[src/rtl/adc_frame_pkg.sv]
// Shared types and constants for the ADC sample to ASCII hex frame sender.
// Optional "0x" frame prefix is enabled by defining ADC_FRAME_PREFIX_EN.
package adc_frame_pkg;

  typedef enum logic [1:0] {
    IDLE,
    LOAD,
    WAIT
  } state_t;

  localparam logic [7:0] ASCII_CR      = 8'h0D;
  localparam logic [7:0] ASCII_LF      = 8'h0A;
  localparam logic [7:0] ASCII_ZERO    = 8'h30;
  localparam logic [7:0] ASCII_X       = 8'h78;
  localparam logic [7:0] HEX_ALPHA_OFS = 8'h37;

  localparam int IDX_W = 3;

`ifdef ADC_FRAME_PREFIX_EN
  localparam int PREFIX_LEN = 2;
`else
  localparam int PREFIX_LEN = 0;
`endif

  localparam logic [IDX_W-1:0] IDX_HI  = IDX_W'(PREFIX_LEN);
  localparam logic [IDX_W-1:0] IDX_LO  = IDX_W'(PREFIX_LEN + 1);
  localparam logic [IDX_W-1:0] IDX_EOL = IDX_W'(PREFIX_LEN + 2);

  function automatic int frame_len(input bit cr, input bit lf);
    return PREFIX_LEN + 2 + int'(cr) + int'(lf);
  endfunction

endpackage

[src/rtl/adc_frame_tx_nibble_to_hex.sv]
// Combinational 4-bit nibble to uppercase ASCII hex digit.
// Used once per frame sender on the currently selected nibble.
module nibble_to_hex
  import adc_frame_pkg::*;
(
  input  logic [3:0] nib,
  output logic [7:0] hex
);

  logic [7:0] nib_w;

  assign nib_w = {4'h0, nib};
  assign hex   = (nib < 4'd10) ? (ASCII_ZERO + nib_w)
                               : (HEX_ALPHA_OFS + nib_w);

endmodule

[src/rtl/adc_frame_tx.sv]
// Latches one ADC sample and streams it to the UART as an ASCII hex frame.
// Build with ADC_FRAME_PREFIX_EN to prefix each frame with "0x".
module adc_frame_tx
  import adc_frame_pkg::*;
#(
  parameter bit          FRAME_CR = 1'b1,
  parameter bit          FRAME_LF = 1'b1,
  parameter int unsigned TIMEOUT  = 200000,
  parameter int          TMR_W    = 18
) (
  input  logic       clk,
  input  logic       n_rst,
  input  logic       sample_valid,
  input  logic [7:0] adc_data,
  input  logic       tx_stop,
  output logic [7:0] tx_data,
  output logic       load,
  output logic       busy,
  output logic [7:0] drop_cnt,
  output logic       timeout_err
);

  localparam logic [IDX_W-1:0] LAST =
    IDX_W'(frame_len(FRAME_CR, FRAME_LF) - 1);
  localparam logic [TMR_W-1:0] TMO_LAST =
    TMR_W'(TIMEOUT - 1);

  state_t             state;
  state_t             state_n;
  logic [7:0]         sample_reg;
  logic [IDX_W-1:0]   idx;
  logic [TMR_W-1:0]   tmr;
  logic               take;
  logic               fire;
  logic               adv;
  logic               tmo;
  logic [3:0]         nib;
  logic [7:0]         hex;
  logic [7:0]         chr;

  assign nib = (idx == IDX_HI) ? sample_reg[7:4]
                               : sample_reg[3:0];

  nibble_to_hex u_hex (
    .nib (nib),
    .hex (hex)
  );

  always_comb begin
    chr = ASCII_LF;
    unique case (1'b1)
`ifdef ADC_FRAME_PREFIX_EN
      (idx == IDX_W'(0)): chr = ASCII_ZERO;
      (idx == IDX_W'(1)): chr = ASCII_X;
`endif
      (idx == IDX_HI),
      (idx == IDX_LO):    chr = hex;
      (idx == IDX_EOL && FRAME_CR):
                          chr = ASCII_CR;
      default:            chr = ASCII_LF;
    endcase
  end

  // A tx_stop arriving while load is still high is stale.
  always_comb begin
    state_n = state;
    take    = 1'b0;
    fire    = 1'b0;
    adv     = 1'b0;
    tmo     = 1'b0;
    unique case (state)
      IDLE: begin
        if (sample_valid) begin
          take    = 1'b1;
          state_n = LOAD;
        end
      end
      LOAD: begin
        fire    = 1'b1;
        state_n = WAIT;
      end
      WAIT: begin
        if (tx_stop && !load) begin
          if (idx == LAST) begin
            state_n = IDLE;
          end else begin
            adv     = 1'b1;
            state_n = LOAD;
          end
        end else if (tmr == TMO_LAST) begin
          tmo     = 1'b1;
          state_n = IDLE;
        end
      end
      default: state_n = IDLE;
    endcase
  end

  always_ff @(posedge clk or negedge n_rst) begin
    if (!n_rst) begin
      state       <= IDLE;
      sample_reg  <= 8'h00;
      idx         <= '0;
      tmr         <= '0;
      tx_data     <= 8'h00;
      load        <= 1'b0;
      busy        <= 1'b0;
      drop_cnt    <= 8'h00;
      timeout_err <= 1'b0;
    end else begin
      state <= state_n;
      busy  <= (state_n != IDLE);
      load  <= fire;
      if (take) begin
        sample_reg <= adc_data;
        idx        <= '0;
      end
      if (adv) begin
        idx <= idx + IDX_W'(1);
      end
      if (fire) begin
        tx_data <= chr;
        tmr     <= '0;
      end else if (state == WAIT) begin
        tmr <= tmr + TMR_W'(1);
      end
      if (tmo) begin
        timeout_err <= 1'b1;
      end
      if (sample_valid && state != IDLE
          && drop_cnt != 8'hFF) begin
        drop_cnt <= drop_cnt + 8'd1;
      end
    end
  end

endmodule
[config.mk]
export PLATFORM = sky130hd
export DESIGN_NAME = adc_frame_tx
export DESIGN_NICKNAME = d
export VERILOG_FILES = /design/src/rtl/adc_frame_pkg.sv /design/src/rtl/adc_frame_tx_nibble_to_hex.sv /design/src/rtl/adc_frame_tx.sv
export SDC_FILE = /design/constraint.sdc
export NUM_CORES = 1
export LEC_CHECK = 0
export BUFFER_PORTS_ARGS = -buffer_cell sky130_fd_sc_hd__clkbuf_2
export CORE_MARGIN = 8
export CORE_UTILIZATION = 40
export DETAILED_ROUTE_END_ITERATION = 10
export PLACE_DENSITY = 0.66
export SYNTH_ARGS = -nofsm -noshare
export SYNTH_HDL_FRONTEND = slang
export SYNTH_SLANG_ARGS = --single-unit
[constraint.sdc]
create_clock -name clk -period 2.6 [get_ports clk]
set_clock_uncertainty 0.1 [all_clocks]
set_input_delay 0.52 -clock clk [delete_from_list [all_inputs] [get_ports clk]]
set_output_delay 0.52 -clock clk [all_outputs]
set_load 0.01 [all_outputs]
## After elaboration in Yosys (flattened, before gate mapping)

Cells that the tools add are included.

| storage, ports and cells | value |
|---|---|
| register bits after elaboration | 50 |
| bits of input ports | 12 |
| output and inout port bits | 19 |
| word-level logic and storage cells | 54 |

| cells by class | value |
|---|---|
| $add $sub $neg | 5 |
| magnitude comparators | 1 |
| equal/unequal tests | 7 |
| muxes and demuxes | 21 |
| reductions and logical operators | 11 |

Operators with widths:

| operator | number |
|---|---|
| $mux 18 | 2 |
| $add 18x1->18 const B | 1 |
| $eq 18x18->1 const B | 1 |
| $pmux 8 s2 | 1 |
| $add 6x4->7 const A | 2 |
| $mux 1 | 10 |
| $add 8x1->8 const B | 1 |
| $mux 8 | 1 |
| $ne 8x8->1 const B | 1 |
| $reduce_bool 2->1 | 4 |
| $eq 3x2->1 const B | 2 |
| $mux 2 | 3 |
| $mux 3 | 2 |
| $pmux 2 s3 | 1 |
| $lt 4x4->1 const B | 1 |
| $mux 4 | 1 |
| $add 3x1->3 const B | 1 |
| $eq 3x1->1 const B | 1 |
| $logic_and 1x1->1 | 3 |
| $logic_not 3->1 | 1 |
| $eq 2x1->1 const B | 1 |
| $eq 2x2->1 const B | 1 |
| $logic_not 2->1 | 1 |
| $reduce_or 2->1 | 1 |
| $logic_not 1->1 | 1 |

## Logic depth before layout (Yosys ltp)

Gate-level depths: netlist of the first run.

| depth | value |
|---|---|
| depth after elaboration | 5 |
| gate-level depth with buffers | 9 |
| depth with buffers taken out | 8 |

## By module

Synthesis of the first run repeated with hierarchy kept, for this count alone.

| second synthesis, totals | value |
|---|---|
| cell total of the unflattened synthesis | 260 |
| area total of the unflattened synthesis | 2692.6 µm² |

Modules (own cells, without submodules):

| module | times used | cells each | area each (µm²) | sequential area each (µm²) |
|---|---|---|---|---|
| adc_frame_tx | 1 | 244 | 2587.5 | 1251.2 |
| nibble_to_hex | 1 | 16 | 105.1 | 0.0 |

## Worst setup path before layout of the first run

OpenSTA, ideal clock, no wires.

| timing path | value |
|---|---|
| path kind | flip-flop to flip-flop |
| from | register idx[0] |
| to | register tx_data[2] |
| library setup time | 96 ps |
| data arrival time | 1915 ps |
| required time | 2404 ps |
| setup slack | 489 ps |
| stages on the path, launching flop included | 10 |
| path buffers | 1 |
| period minus slack after synthesis | 2111 ps |
| cells stage by stage | dfrtp_1 > inv_1 > ha_1 > nor2b_1 > buf_4 > mux2i_1 > ha_1 > inv_1 > o31a_1 > o31ai_1 |

| on the way | value |
|---|---|
| word-level cells in the longest chain between the ends | 5 |
| elaborated cells between the ends (all ways) | 10 |
| those cells by class | 2 x add/sub; 1 x order compare; 2 x eq/ne; 3 x mux; 2 x reduce/logical |

Ends and longest elaborated chain:

| element | RTL line | RTL |
|---|---|---|
| from (decl) | adc_frame_tx.sv:31 | `logic [IDX_W-1:0] idx;` |
| from (signal assigned) | adc_frame_tx.sv:119 | `idx <= idx + IDX_W'(1);` |
| $logic_not 3->1 | adc_frame_tx.sv:41, adc_frame_tx.sv:56 |  |
| $mux 4 | adc_frame_tx.sv:41 | `assign nib = (idx == IDX_HI) ? sample_reg[7:4]` |
| $add 6x4->7 (tied with other cells) | adc_frame_tx_nibble_to_hex.sv:14 | `: (HEX_ALPHA_OFS + nib_w);` |
| $mux 8 | adc_frame_tx_nibble_to_hex.sv:13 | `assign hex = (nib < 4'd10) ? (ASCII_ZERO + nib_w)` |
| $pmux 8 s2 * | adc_frame_tx.sv:51 | `unique case (1'b1)` |
| to (signal assigned) | adc_frame_tx.sv:122 | `tx_data <= chr;` |
| to (decl) | adc_frame_tx.sv:16 | `output logic [7:0] tx_data,` |

Every way passes the cells marked *; elsewhere a longest branch is shown, timed or not.
A chain may end at the register's enable or synchronous reset.

## Worst setup path after layout of the first run

Ends and elaborated chain as after synthesis.

==> results of run 1 <==
-- metal layers --
| layer | track usage | share of wire | up-vias |
|---|---|---|---|
| met2 | 0.186 | 0.49 | 21 |
| met1 | 0.145 | 0.48 | 881 |
| met5 | 0 | 0 | - |
| li1 | - | - | 927 |
| met4 | 0.0384 | 0.012 | 0 |
| met3 | 0.0234 | 0.025 | 4 |
-- per-stage QoR --
stage | total power [uW] | setup slack (ns) | instances
2_1_floorplan | 2200 | 0.489 | 245
3_3_place_gp | 2550 | 0.409 | 347
3_5_place_dp | 2590 | 0.301 | 347
4_1_cts | 3040 | 0.278 | 355
5_1_grt | 3250 | 0.0268 | 355
6_report | 3000 | 0.292 | 355
-- layout make-up --
class	instances	area, um2	area share
inverters	16	60.1	0.0208
clock buffers	6	72.6	0.0251
repair buffers	34	183	0.0633
flip-flops and latches	49	1230	0.425
multi-input cells	171	1230	0.427
well taps	77	96.3	0.0334
clock inverters	2	15.0	0.00520
-- cells in the mapped netlist, drive strengths merged, types with 4 or more instances --
| library cell | n |
|---|---|
| nand4 | 6 |
| xor2 | 13 |
| o21ai | 15 |
| nor2 | 19 |
| a21oi | 7 |
| or3 | 6 |
| ha | 12 |
| inv | 16 |
| mux2i | 6 |
| buf | 6 |
| nor3 | 6 |
| nor2b | 6 |
| nand3 | 13 |
| mux2 | 11 |
| dfrtp | 49 |
| nand2 | 8 |
| and3 | 4 |
| o22ai | 5 |
-- logic make-up after synthesis --
logic type,after synthesis,share of synthesized area
adder cells (fa/ha/maj),12,0.0584
other,1,0.00146
XOR/XNOR,16,0.0545
buffers and inverters,25,0.0433
flip-flops,49,0.477
multiplexers,17,0.0764
AO/OA/AOI/OAI,43,0.108
AND/OR/NAND/NOR,82,0.182
-- worst paths after layout --
path                        startpoint             to  slack, ns  depth (start not counted)
setup reg to reg                idx[0]     tx_data[2]       0.29                          8
setup / recovery                idx[0]     tx_data[2]       0.29                          8
hold / removal                   n_rst  sample_reg[1]       0.18                          1
hold reg to reg            timeout_err    timeout_err       0.39                          1
min in group clk           adc_data[4]  sample_reg[4]       0.34                          2
max in group asynchronous        n_rst    drop_cnt[5]       1.56                          2
-- critical path, cell delays in order, from the launching register on --
cell	delay [ns]
dfrtp_1	0.43
inv_1	0.09
ha_1	0.19
nor2b_1	0.27
mux2i_1	0.33
ha_1	0.26
inv_1	0.07
o31a_1	0.29
o31ai_1	0.18
-- power groups by stage --
stage | registers, uW | clock network [uW] | logic, uW
after floorplan | 1240 | 0 | 962
after global placement | 1220 | 0 | 1330
after detailed placement | 1230 | 0 | 1360
after CTS | 1210 | 462 | 1370
after global routing | 1250 | 484 | 1510
final | 1210 | 443 | 1350
-- cell usage in the layout (no fill, tap or decap), types with 6 or more instances in the layout --
cell	synthesis	layout
nor2b_1	6	6
nor3_1	6	6
o21ai_0	14	14
ha_1	12	12
nand2_1	8	8
mux2_2	11	11
inv_1	16	16
nand3_1	13	13
a21oi_1	7	7
clkbuf_2	0	29
or3_1	6	6
nor2_1	19	19
xor2_1	13	13
dfrtp_1	49	49
==> flow_metrics.env, run 1 <==
export IMPL_grt_use_total=0.113
export IMPL_die_area_um2=9250
export IMPL_ir_drop_mv=0.574
export IMPL_finalSetupViolCount=0
export IMPL_p_leak_uw=0.00136
export IMPL_fp_row_count=29
export IMPL_drt_wl_total_um=4840
export IMPL_via_per_inst=5.16
export IMPL_relSlewSlack=0.477
export IMPL_grt_antenna_before_repair=0
export IMPL_hold_viol_final=0
export IMPL_intPower_uw=1830
export IMPL_end_kind="flip-flop"
export IMPL_p_seq_frac=0.402
export IMPL_drtIter0Drc=100
export IMPL_design_area_um2=2890
export IMPL_die_x_um=96.2
export IMPL_ys_warn_count=0
export IMPL_power_per_cell_area_nw_per_um2=1040
export IMPL_drt_pass1_iterations=4
export IMPL_critPathArrivalTime_ns=2.42
export IMPL_hold_buffers=0
export IMPL_cts_tree="yes"
export IMPL_syn_nets=269
export IMPL_wl_per_cell_um=13.6
export IMPL_maxSlewViolCount=0
export IMPL_num_vias=1833
export IMPL_fin_crit_ns=2.31
export IMPL_yosysTopAreaCell="dfrtp_1"
export IMPL_p_comb_frac=0.450
export IMPL_drive_gt1_frac=0.212
export IMPL_die_h_um=96.2
export IMPL_start_util=0.410
export IMPL_rsz0062_at_grt="false"
export IMPL_place_congestion=0.765
export IMPL_clk_pin_slew_ns=0.09
export IMPL_grt_pass1_vias=1813
export IMPL_postSynthAreaPerCell_um2=10.5
export IMPL_cts_buffers_inserted=5
export IMPL_ios=31
export IMPL_nFillCells=618
export IMPL_swShare=0.393
export IMPL_io_buffers=29
export IMPL_pwr_share_clk=0.147
export IMPL_area_growth_pct=12.3
export IMPL_hpwl_um=3590
export IMPL_cts_num_sinks=49
export IMPL_hp_class="in2async"
export IMPL_largest_reg_flops=18
export IMPL_path_max_fanout=5
export IMPL_clk_latency_ns=0.30
export IMPL_ys_top_cells_by_area="dfrtp_1, ha_1, mux2_2"
export IMPL_core_area_um2=6280
export IMPL_worstPathRequired_ns=2.71
export IMPL_drv_cap=0
export IMPL_place_area_um2=2800
export IMPL_antenna_cells=0
export IMPL_startpoint_type="flip-flop"
export IMPL_setup_tns_final_ns=0
export IMPL_synth_top_area_share=0.477
export IMPL_ctsLongestPathBuffers=2
export IMPL_tightest_slew_ns=0.784
export IMPL_synthDistinctLibCells=51
export IMPL_postCtsSetupBuffers=0
export IMPL_root_buffer="clkbuf_8"
export IMPL_status="finished clean"
export IMPL_cts_resized=0
export IMPL_ys_seq_area_frac=0.477
export IMPL_netSwitchingPower_uw=1180
export IMPL_drtAntennaViolNets=0
export IMPL_overflow=0
export IMPL_synth_edff_count=0
export IMPL_fmax_mhz=433
export IMPL_async_flop_share=1.00
export IMPL_netlist_area_um2=2570
export IMPL_crit_type="reg2reg"
export IMPL_ys_flop_type="dfrtp_1"
export IMPL_ctsHtreeMaxLevel=2
export IMPL_grt_max_degree=31
export IMPL_ys_ff_latch=49
export IMPL_timing_final_crit_share=0.888
export IMPL_drc_errors=0
export IMPL_grt_first_pass_wirelength_um=8440
export IMPL_whs_ns=0.185
export IMPL_nNetsFinal=301
export IMPL_final_core_util=0.460
export IMPL_synth_cells=245
No activity file was read; power rests on OpenSTA's default activity.
==> run 2: changes to the inputs <==
REMOVE_ABC_BUFFERS = 1   (was default)
SYNTH_HIERARCHICAL = 1   (was default)
clock period = 2.3 ns   (was 2.6 ns; I/O delays follow)
==> run 2 against run 1 <==
  * Combinational power is 38% higher
  * Sequential power is 19% higher
  * Register-to-register slack worse by 0.17 ns
  * Via count is 8.6% higher
  * Clock power is 23% higher
  * Flip-flop and latch count is 1 higher
  * Critical endpoint unchanged
  * Largest cell class unchanged
==> flow_metrics.env, run 2 <==
export IMPL_status="finished clean"
export IMPL_maxSlewViolCount=0
export IMPL_ctsLongestPathBuffers=2
export IMPL_postSynthAreaPerCell_um2=10.4
export IMPL_die_area_um2=9610
export IMPL_root_buffer="clkbuf_8"
export IMPL_yosysTopAreaCell="dfrtp_1"
export IMPL_fmax_mhz=460
export IMPL_ctsHtreeMaxLevel=2
export IMPL_hp_class="in2reg"
export IMPL_antenna_cells=0
export IMPL_grt_first_pass_wirelength_um=9250
export IMPL_largest_reg_flops=18
export IMPL_instances_no_fill=382
export IMPL_grt_pass1_vias=1977
export IMPL_critPathArrivalTime_ns=2.26
export IMPL_pwr_share_clk=0.142
export IMPL_synth_cells=260
export IMPL_grt_max_degree=41
export IMPL_io_buffers=30
export IMPL_fin_crit_ns=2.17
export IMPL_grt_antenna_before_repair=0
export IMPL_ys_ff_latch=50
export IMPL_finalSetupViolCount=0
export IMPL_yosysMostFrequentCell="dfrtp_1"
export IMPL_place_congestion=0.757
export IMPL_ff2ff_path_depth=10
export IMPL_synthDistinctLibCells=47
export IMPL_wl_per_cell_um=14.1
export IMPL_synthTopCellsByCount="dfrtp_1, nor2_1, inv_1"
export IMPL_synth_edff_count=0
export IMPL_die_h_um=98.0
export IMPL_rsz0062_at_grt="false"
export IMPL_hold_viol_final=0
export IMPL_ys_seq_area_frac=0.465
export IMPL_ys_warn_count=6
export IMPL_clk_latency_ns=0.30
export IMPL_ys_top_cells_by_area="dfrtp_1, mux2_2, ha_1"
export IMPL_swShare=0.398
export IMPL_path_max_fanout=3
export IMPL_top_register="tmr"
export IMPL_crit_type="reg2reg"
export IMPL_r2r_start="idx[0]"
export IMPL_ys_flop_type="dfrtp_1"
export IMPL_drive_gt1_frac=0.265
export IMPL_timing_final_crit_share=0.945
export IMPL_intPower_uw=2310
export IMPL_num_vias=1990
export IMPL_dp_cells=372
export IMPL_overflow=0
export IMPL_cts_tree="yes"
export IMPL_drtIter0Drc=57
export IMPL_nNetsFinal=325
export IMPL_netlist_area_um2=2690
export IMPL_drtAntennaViolNets=0
export IMPL_hpwl_um=3920
export IMPL_drt_wl_total_um=5380
export IMPL_final_core_util=0.472
export IMPL_min_path_cells=2
export IMPL_fp_row_count=30
export IMPL_cts_num_sinks=50
export IMPL_async_flop_share=1.00
export IMPL_p_comb_frac=0.484
export IMPL_worstPathRequired_ns=2.39
export IMPL_end_kind="flip-flop"
export IMPL_ios=31
export IMPL_nFillCells=605
export IMPL_final_cell_mix="dfrtp_1, clkbuf_2, nor2_1, inv_1, a21oi_1"
export IMPL_synth_top_area_share=0.465
export IMPL_via_per_inst=5.21
export IMPL_startpoint_type="flip-flop"
export IMPL_start_util=0.405
export IMPL_ir_drop_mv=0.344
export IMPL_reg2reg_to="tx_data[2]"
export IMPL_hold_path_startpoint="adc_data[4]"
export IMPL_drv_cap=0
export IMPL_min_delay_worst_endpoint="sample_reg[4]"
export IMPL_drc_errors=0
export IMPL_die_x_um=98.0
export IMPL_final_common_cell="dfrtp_1"
export IMPL_p_seq_frac=0.374
export IMPL_area_growth_pct=16.4
export IMPL_drt_pass1_iterations=4
export IMPL_netSwitchingPower_uw=1530
export IMPL_core_area_um2=6640
export IMPL_power_per_cell_area_nw_per_um2=1230
export IMPL_grt_use_total=0.115
export IMPL_cts_buffers_inserted=5
export IMPL_p_leak_uw=0.00144
export IMPL_r2r_setup_slack_ns=0.13
export IMPL_clk_pin_slew_ns=0.09
## run 2: worst max-delay path by stage
stage	endpoint	startpoint	depth (start not counted)	slack (ns)
2_1_floorplan	tx_data[2]	idx[0]	10	-0.02
3_5_place_dp	tx_data[2]	idx[0]	10	-0.02
4_1_cts	tx_data[2]	idx[0]	10	0.06
3_3_place_gp	tx_data[2]	idx[0]	10	0.09
5_1_grt	tx_data[2]	idx[1]	10	0.004
6_report	tx_data[2]	idx[0]	10	0.13
## run 2: critical path, stage by stage, from the launching register on
cell and delay [ns]:
dfrtp_1 0.38, inv_1 0.09, ha_2 0.19, nor2b_4 0.18
mux2_4 0.32, inv_1 0.06, ha_1 0.17, nand2_2 0.06
mux2_1 0.31, a21oi_1 0.12, a21oi_1 0.07
## run 2: what timing repair did
item | 4_1_cts | 5_1_grt
hold buffers | 1 | 0
pin swaps | 0 | 0
buffers inserted | 0 | 1
hold endpoints to repair | 10 | 0
endpoints found under the setup margin | 1 | 2
resized for setup | 1 | 6
## run 2: power groups by stage
stage	clock (uW)	sequential (uW)	combinational, uW
2_1_floorplan	0	1470	1180
4_1_cts	562	1440	1810
5_1_grt	595	1480	2110
3_3_place_gp	0	1460	1750
3_5_place_dp	0	1460	1800
6_report	545	1440	1860
## run 2: cells by family after synthesis
family                   Yosys count  share of synthesized area
AO/OA/AOI/OAI                     51                      0.118
XOR/XNOR                          13                     0.0423
adder cells (fa/ha/maj)           12                     0.0558
buffers and inverters             27                     0.0395
flip-flops                        50                      0.465
multiplexers                      17                     0.0711
other                              1                    0.00139
AND/OR/NAND/NOR                   89                      0.208
## run 2: stage by stage
stage	power, uW	setup TNS, ns	cell area [um2]	worst slack (ns)	hold slack, ns
6_report	3850	0	3130	0.126	0.284
5_1_grt	4180	0	3130	0.00390	0.280
4_1_cts	3820	0	3100	0.0591	0.278
3_5_place_dp	3260	-0.0158	3000	-0.0158	0.266
3_3_place_gp	3200	0	3000	0.0884	0.254
2_1_floorplan	2660	-0.0185	2660	-0.0185	0.0644
## run 2: area by class of cell
type,instances,area [um2],share of cell area
clock buffer,6,82.6,0.0264
clock inverter,2,12.5,0.00399
inverter,19,71.3,0.0228
multi-input combinational,183,1360,0.434
sequential,50,1250,0.399
tap,80,100,0.0319
timing repair buffer,42,255,0.0815
## run 2: metal layers
layer  global-route usage  part of all wire
met1                0.146              0.49
met2                0.185              0.47
met3               0.0292             0.039
met4               0.0396             0.011
met5                    0                 0
